[src/rtl/mdu_pkg.sv]
// Shared definitions for the HI/LO multiply/divide unit: operation encodings
// and the sequencing FSM state type.
package mdu_pkg;

    localparam logic [1:0] OP_MULT  = 2'b00;
    localparam logic [1:0] OP_MULTU = 2'b01;
    localparam logic [1:0] OP_DIV   = 2'b10;
    localparam logic [1:0] OP_DIVU  = 2'b11;

    typedef enum logic [1:0] {
        IDLE = 2'b00,
        RUN  = 2'b01,
        FIX  = 2'b10
    } state_t;

endpackage

[src/rtl/mult_div_unit.sv]
// Iterative MIPS-style multiply/divide unit with architectural HI/LO registers.
// One shift-add or restoring-subtract step per RUN cycle on operand magnitudes.
//
// state | meaning
// IDLE  | waiting for Start; HI/LO writable via HiWrite/LoWrite
// RUN   | WIDTH iteration steps on the latched magnitudes
// FIX   | sign correction, HI/LO load at exit, Done the cycle after
module mult_div_unit
    import mdu_pkg::*;
#(
    parameter int WIDTH     = 32,
    parameter bit SIGNED_EN = 1'b1
) (
    input  logic             Clk,
    input  logic             Rst,
    input  logic             Start,
    input  logic [1:0]       Op,
    input  logic [WIDTH-1:0] A,
    input  logic [WIDTH-1:0] B,
    input  logic             Flush,
    input  logic             HiWrite,
    input  logic             LoWrite,
    input  logic [WIDTH-1:0] WrData,
    output logic             Busy,
    output logic             Done,
    output logic             DivByZero,
    output logic [WIDTH-1:0] Hi,
    output logic [WIDTH-1:0] Lo
);

    localparam int CNT_W = $clog2(WIDTH + 1);
    localparam logic [CNT_W-1:0] CNT_LAST = CNT_W'(WIDTH - 1);

    state_t state, state_nxt;

    logic [CNT_W-1:0] cnt;
    logic             op_div;
    logic             neg_q;
    logic             neg_r;
    logic [WIDTH-1:0] oper;
    logic [WIDTH-1:0] acc_hi;
    logic [WIDTH-1:0] acc_lo;

    logic             in_div;
    logic             in_signed;
    logic [WIDTH-1:0] mag_a;
    logic [WIDTH-1:0] mag_b;
    logic             launch;
    logic             dbz;
    logic             go;

    logic [WIDTH:0]     add_sum;
    logic [WIDTH:0]     mul_part;
    logic [WIDTH:0]     shifted;
    logic [WIDTH:0]     diff;
    logic [2*WIDTH-1:0] prod;
    logic [2*WIDTH-1:0] prod_fix;
    logic [WIDTH-1:0]   res_hi;
    logic [WIDTH-1:0]   res_lo;
    logic               finish;

    // Launch decode; magnitudes are taken here so RUN is purely unsigned.
    always_comb begin
        in_div    = Op[1];
        in_signed = SIGNED_EN && !Op[0];
        mag_a     = (in_signed && A[WIDTH-1]) ? -A : A;
        mag_b     = (in_signed && B[WIDTH-1]) ? -B : B;
        launch    = (state == IDLE) && Start && !Flush;
        dbz       = launch && in_div && (B == '0);
        go        = launch && !dbz;
        finish    = (state == FIX) && !Flush;
    end

    always_ff @(posedge Clk or negedge Rst) begin
        if (!Rst) begin
            state <= IDLE;
        end else begin
            state <= state_nxt;
        end
    end

    always_comb begin
        state_nxt = state;
        case (state)
            IDLE: if (go) state_nxt = RUN;
            RUN: begin
                if (Flush) begin
                    state_nxt = IDLE;
                end else if (cnt == CNT_LAST) begin
                    state_nxt = FIX;
                end
            end
            FIX:     state_nxt = IDLE;
            default: state_nxt = IDLE;
        endcase
    end

    always_comb begin
        Busy = (state != IDLE);
    end

    // Step arithmetic. The remainder stays below the divisor, so diff[WIDTH]
    // is exactly the restoring-divide borrow.
    always_comb begin
        add_sum  = {1'b0, acc_hi} + {1'b0, oper};
        mul_part = acc_lo[0] ? add_sum : {1'b0, acc_hi};
        shifted  = {acc_hi, acc_lo[WIDTH-1]};
        diff     = shifted - {1'b0, oper};
    end

    always_ff @(posedge Clk or negedge Rst) begin
        if (!Rst) begin
            cnt    <= '0;
            op_div <= 1'b0;
            neg_q  <= 1'b0;
            neg_r  <= 1'b0;
            oper   <= '0;
            acc_hi <= '0;
            acc_lo <= '0;
        end else if (go) begin
            cnt    <= '0;
            op_div <= in_div;
            neg_q  <= in_signed && (A[WIDTH-1] ^ B[WIDTH-1]);
            neg_r  <= in_signed && A[WIDTH-1];
            acc_hi <= '0;
            if (in_div) begin
                oper   <= mag_b;
                acc_lo <= mag_a;
            end else begin
                oper   <= mag_a;
                acc_lo <= mag_b;
            end
        end else if (state == RUN) begin
            cnt <= cnt + CNT_W'(1);
            if (op_div) begin
                acc_hi <= diff[WIDTH] ? shifted[WIDTH-1:0] : diff[WIDTH-1:0];
                acc_lo <= {acc_lo[WIDTH-2:0], ~diff[WIDTH]};
            end else begin
                {acc_hi, acc_lo} <= {mul_part, acc_lo[WIDTH-1:1]};
            end
        end
    end

    always_comb begin
        prod     = {acc_hi, acc_lo};
        prod_fix = neg_q ? -prod : prod;
        if (op_div) begin
            res_lo = neg_q ? -acc_lo : acc_lo;
            res_hi = neg_r ? -acc_hi : acc_hi;
        end else begin
            res_hi = prod_fix[2*WIDTH-1:WIDTH];
            res_lo = prod_fix[WIDTH-1:0];
        end
    end

    always_ff @(posedge Clk or negedge Rst) begin
        if (!Rst) begin
            Done      <= 1'b0;
            DivByZero <= 1'b0;
            Hi        <= '0;
            Lo        <= '0;
        end else begin
            Done      <= finish || dbz;
            DivByZero <= dbz;
            if (finish) begin
                Hi <= res_hi;
                Lo <= res_lo;
            end else if (state == IDLE) begin
                if (HiWrite) Hi <= WrData;
                if (LoWrite) Lo <= WrData;
            end
        end
    end

endmodule

[config.mk]
export PLATFORM = sky130hd
export DESIGN_NAME = mult_div_unit
export DESIGN_NICKNAME = d
export VERILOG_FILES = /design/src/rtl/mdu_pkg.sv /design/src/rtl/mult_div_unit.sv
export SDC_FILE = /design/constraint.sdc
export NUM_CORES = 1
export LEC_CHECK = 0
export CAP_MARGIN = 20
export CORE_ASPECT_RATIO = 0.6
export CORE_MARGIN = 4
export CORE_UTILIZATION = 62
export DETAILED_ROUTE_END_ITERATION = 7
export PLACE_DENSITY = 0.95
export SETUP_SLACK_MARGIN = 0.02
export SYNTH_ARGS = -nofsm -noshare
export SYNTH_HDL_FRONTEND = slang
export SYNTH_SLANG_ARGS = --single-unit
export TNS_END_PERCENT = 5
[constraint.sdc]
create_clock -name Clk -period 4.8 [get_ports Clk]
set_input_delay 1.2 -clock Clk [delete_from_list [all_inputs] [get_ports Clk]]
set_output_delay 1.2 -clock Clk [all_outputs]
set_load 0.05 [all_outputs]
==> results by group <==
Floorplan
  – Die span in x: roughly 210 um
  – I/O pin cnt: 171
  – Core Footprint: about 0.024 mm^2
  – Starting Density: 0.629
  – Die ar.: 0.0271 mm^2
  – Die height: ~130 um
  – Rows: 44

STA
  – Max Clk Rate: 226 MHz
  – Fin crit share: 0.923
  – Unrepaired setup endpoints after global routing: false
  – Skew final: ~0.015 ns
  – Worst slew pin tran: 1.11 ns
  – Worst relative slew slack: 0.260
  – Slew Viols, Final: 0
  – Fin. Hold Viols: 0
  – Post-layout min period: between 4 and 5 ns
  – Final setup viols: 0
  – Setup TNS: 0 ns

Yosys
  – Yosys warns: 0
  – Prevailing post-synth register cell: dfrtp_1
  – Number of synthesized flops with an enable pin: 0
  – Cell Area, Synth: roughly 0.015 mm^2
  – Yosys cell types: 85
  – Avg Inst Size Synth: approximately 8.0 um^2
  – Synth async-reset ratio: 1.00
  – Register area share after synthesis: 0.285
  – Post-Synthesis Cells: 1888
  – Register bit total from synthesis: about 170
  – Post-Syn Nets: between 2000 and 2500

Clocking
  – CTS tree: yes
  – CTS root buf: clkbuf_16
  – CTS Buf Count: 17
  – Clock tree buffer depth: 2
  – CTS sink count: roughly 170
  – Clock Latency Late Sink: approximately 0.46 ns
  – Hold buffers post-CTS: 0
  – Post-CTS setup buffer count: 0
  – Post_cts resized: 0
  – Clock slew at reported path FFs: roughly 0.07 ns
  – # H-tree levels: 4

Routing
  – Vias per Instance: 6.99
  – Routed WL: between 50000 and 60000 um
  – Via count: roughly 16000
  – Residual DRC count: 6
  – Antenna-violating nets left: 0
  – Initial DRC Count: approximately 3000
  – Drt pass-1 iters: 8
  – Routed length per instance: 24.5 um

Setup path
  – CP top delay family: compound AO/OA/AOI/OAI gates
  – Flop2flop setup slack: approximately 0.37 ns
  – Largest stage delay, worst path: slightly above 1 ns
  – Arr. time, crit path: 4.78 ns
  – CP cell instances: inv_1 -> ha_1 -> fa_1 -> nand2b_1 -> a21o_1 -> a31oi_1 -> o21a_1 -> nor3_1 -> or4_1 -> o311a_1 -> a211oi_1
  – CP endpoint kind: flip-flop
  – Startpoint Class: flip-flop
  – Slowest CP cell: or4_1
  – CP startpoint: acc_lo[31]$_DFFE_PN0P_
  – CP bufs+invs: 1
  – Reg2reg path depth: 11
  – Critical Path Stages: 11
  – Critical path endpoint: acc_hi[22]$_DFFE_PN0P_
  – Critical Path RT: about 5.2 ns
  – Top fanout value on the critical path: 25
  – CP Class: flip-flop to flip-flop
  – R2R Path Start: acc_lo[31]$_DFFE_PN0P_
  – Worst r2r dst: acc_hi[22]$_DFFE_PN0P_

Power
  – Maximum vdd drop: around 330 uV
  – Pwr/cell area: around 570 mW/mm^2
  – Leakage: 7.64 nW

Placement
  – I/O Buffers: 170
  – Area after DPL: 0.0173 mm^2
  – HPWL Detailed: between 40000 and 50000 um
  – Final RePlAce weighted congestion: approximately 1.0

Finish
  – Filler cells: between 1500 and 2000
  – Share of cells above drive strength 1: 0.0671
  – Post-route cell area: approximately 0.018 mm^2
  – Fin util: 0.742
  – # diodes: 0
  – P&R area growth vs syn: 17.9%
  – Nets@finish: 2190

Outcome
  – Failing checks: design-rule violations
  – Status: finished, violations left

Global route
  – Largest net degree at the start of global routing: 85
  – Initial antenna violation count: 2
  – Overall Global Routing Usage: 0.412
  – First-pass GRT wire length: 86900 um
  – Number of global-route vias before repair: 14800
  – Grt total ovfl: 0

Flow run
  – Max Cap Viol: 0

Min path
  – Hold path cells: 1
  – Hold WC Path Type: flip-flop to flip-flop
## metrics by stage
stage	total power, W	hold WS, ns	setup WS, ns	instances
2_1_floorplan	0.00661	0.441	1.15	1888
3_3_place_gp	0.00840	0.465	0.380	2317
3_5_place_dp	0.00853	0.488	0.0517	2317
4_1_cts	0.0100	0.503	0.530	2347
5_1_grt	0.0108	0.546	0.281	2348
6_report	0.0103	0.506	0.372	2348
## per-layer routing
layer,track usage,vias up,wire length [um]
met5,0,-,28
met4,0.107,4,2090
met3,0.171,218,9580
met2,0.572,1304,22900
met1,0.595,7727,23100
li1,-,7150,-
## worst reg2reg max path: cells and delay by family, from the launching register on
| kind | cells | cell delay, ns |
|---|---|---|
| buf+inv | 1 | 0.18 |
| compound gates | 5 | 1.67 |
| fa+ha+maj | 2 | 0.66 |
| simple gates | 3 | 1.33 |
| flops | 1 | 0.49 |
## where the power goes
group          internal (W)  switching, W
registers           0.00184      0.000639
logic               0.00246       0.00390
clock network      0.000785      0.000659
total               0.00508       0.00520
## synthesized netlist by cell type (47+ instances only)
master / count / area (um^2)
nand2_1: 211 / 792
o21ai_0: 185 / 926
dfrtp_1: 173 / 4330
a21oi_1: 139 / 696
nor2_1: 114 / 428
clkbuf_1: 92 / 345
mux2i_1: 91 / 911
xnor2_1: 84 / 736
xor2_1: 82 / 718
ha_1: 69 / 863
inv_1: 63 / 236
a21o_1: 47 / 353
## cells by family after synthesis
logic type,synth area share
adder cells (fa/ha/maj),0.0595
flip-flops,0.285
XOR/XNOR,0.0958
AO/OA/AOI/OAI,0.263
multiplexers,0.0674
buffers and inverters,0.0462
AND/OR/NAND/NOR,0.183
## how the worst min path moves through the flow
stage	startpoint	endpoint
finish	cnt[5]$_DFFE_PN0P_	state[1]$_DFFE_PN0P_
global route	cnt[5]$_DFFE_PN0P_	state[1]$_DFFE_PN0P_
CTS	cnt[5]$_DFFE_PN0P_	state[1]$_DFFE_PN0P_
global placement	cnt[5]$_DFFE_PN0P_	state[1]$_DFFE_PN0P_
detailed placement	cnt[5]$_DFFE_PN0P_	state[1]$_DFFE_PN0P_
floorplan	cnt[5]$_DFFE_PN0P_	state[1]$_DFFE_PN0P_
## area by class of cell
| type | count | area, um^2 | area share |
|---|---|---|---|
| multi-input cells | 1533 | 10200 | 0.569 |
| flip-flops and latches | 173 | 4330 | 0.242 |
| repair buffers | 226 | 2160 | 0.121 |
| clock buffers | 19 | 443 | 0.0248 |
| well taps | 322 | 403 | 0.0225 |
| inverters | 64 | 240 | 0.0134 |
| clock inverters | 11 | 135 | 0.00755 |
## sequential cells by signal, summed over array words and instances (netlist names)
register   count
Hi            32
Lo            32
acc_hi        32
acc_lo        32
oper          32
cnt            6
state          2
DivByZero      1
Done           1
neg_q          1
neg_r          1
op_div         1
## layout by cell type, fill, tap and decap left out, types with 18 or more instances in the layout
cell type	instances
a211oi_1	41
a21o_1	47
a21oi_1	139
a31oi_1	29
buf_4	52
clkdlybuf4s50_1	168
dfrtp_1	172
ha_1	69
inv_1	63
mux2i_1	91
nand2_1	211
nand3_1	27
nor2_1	114
nor2b_1	36
nor3_1	44
nor4_1	18
o211ai_1	28
o21ai_0	185
o31ai_1	31
xnor2_1	84
xor2_1	82
Power figures use the tool's default switching activity.
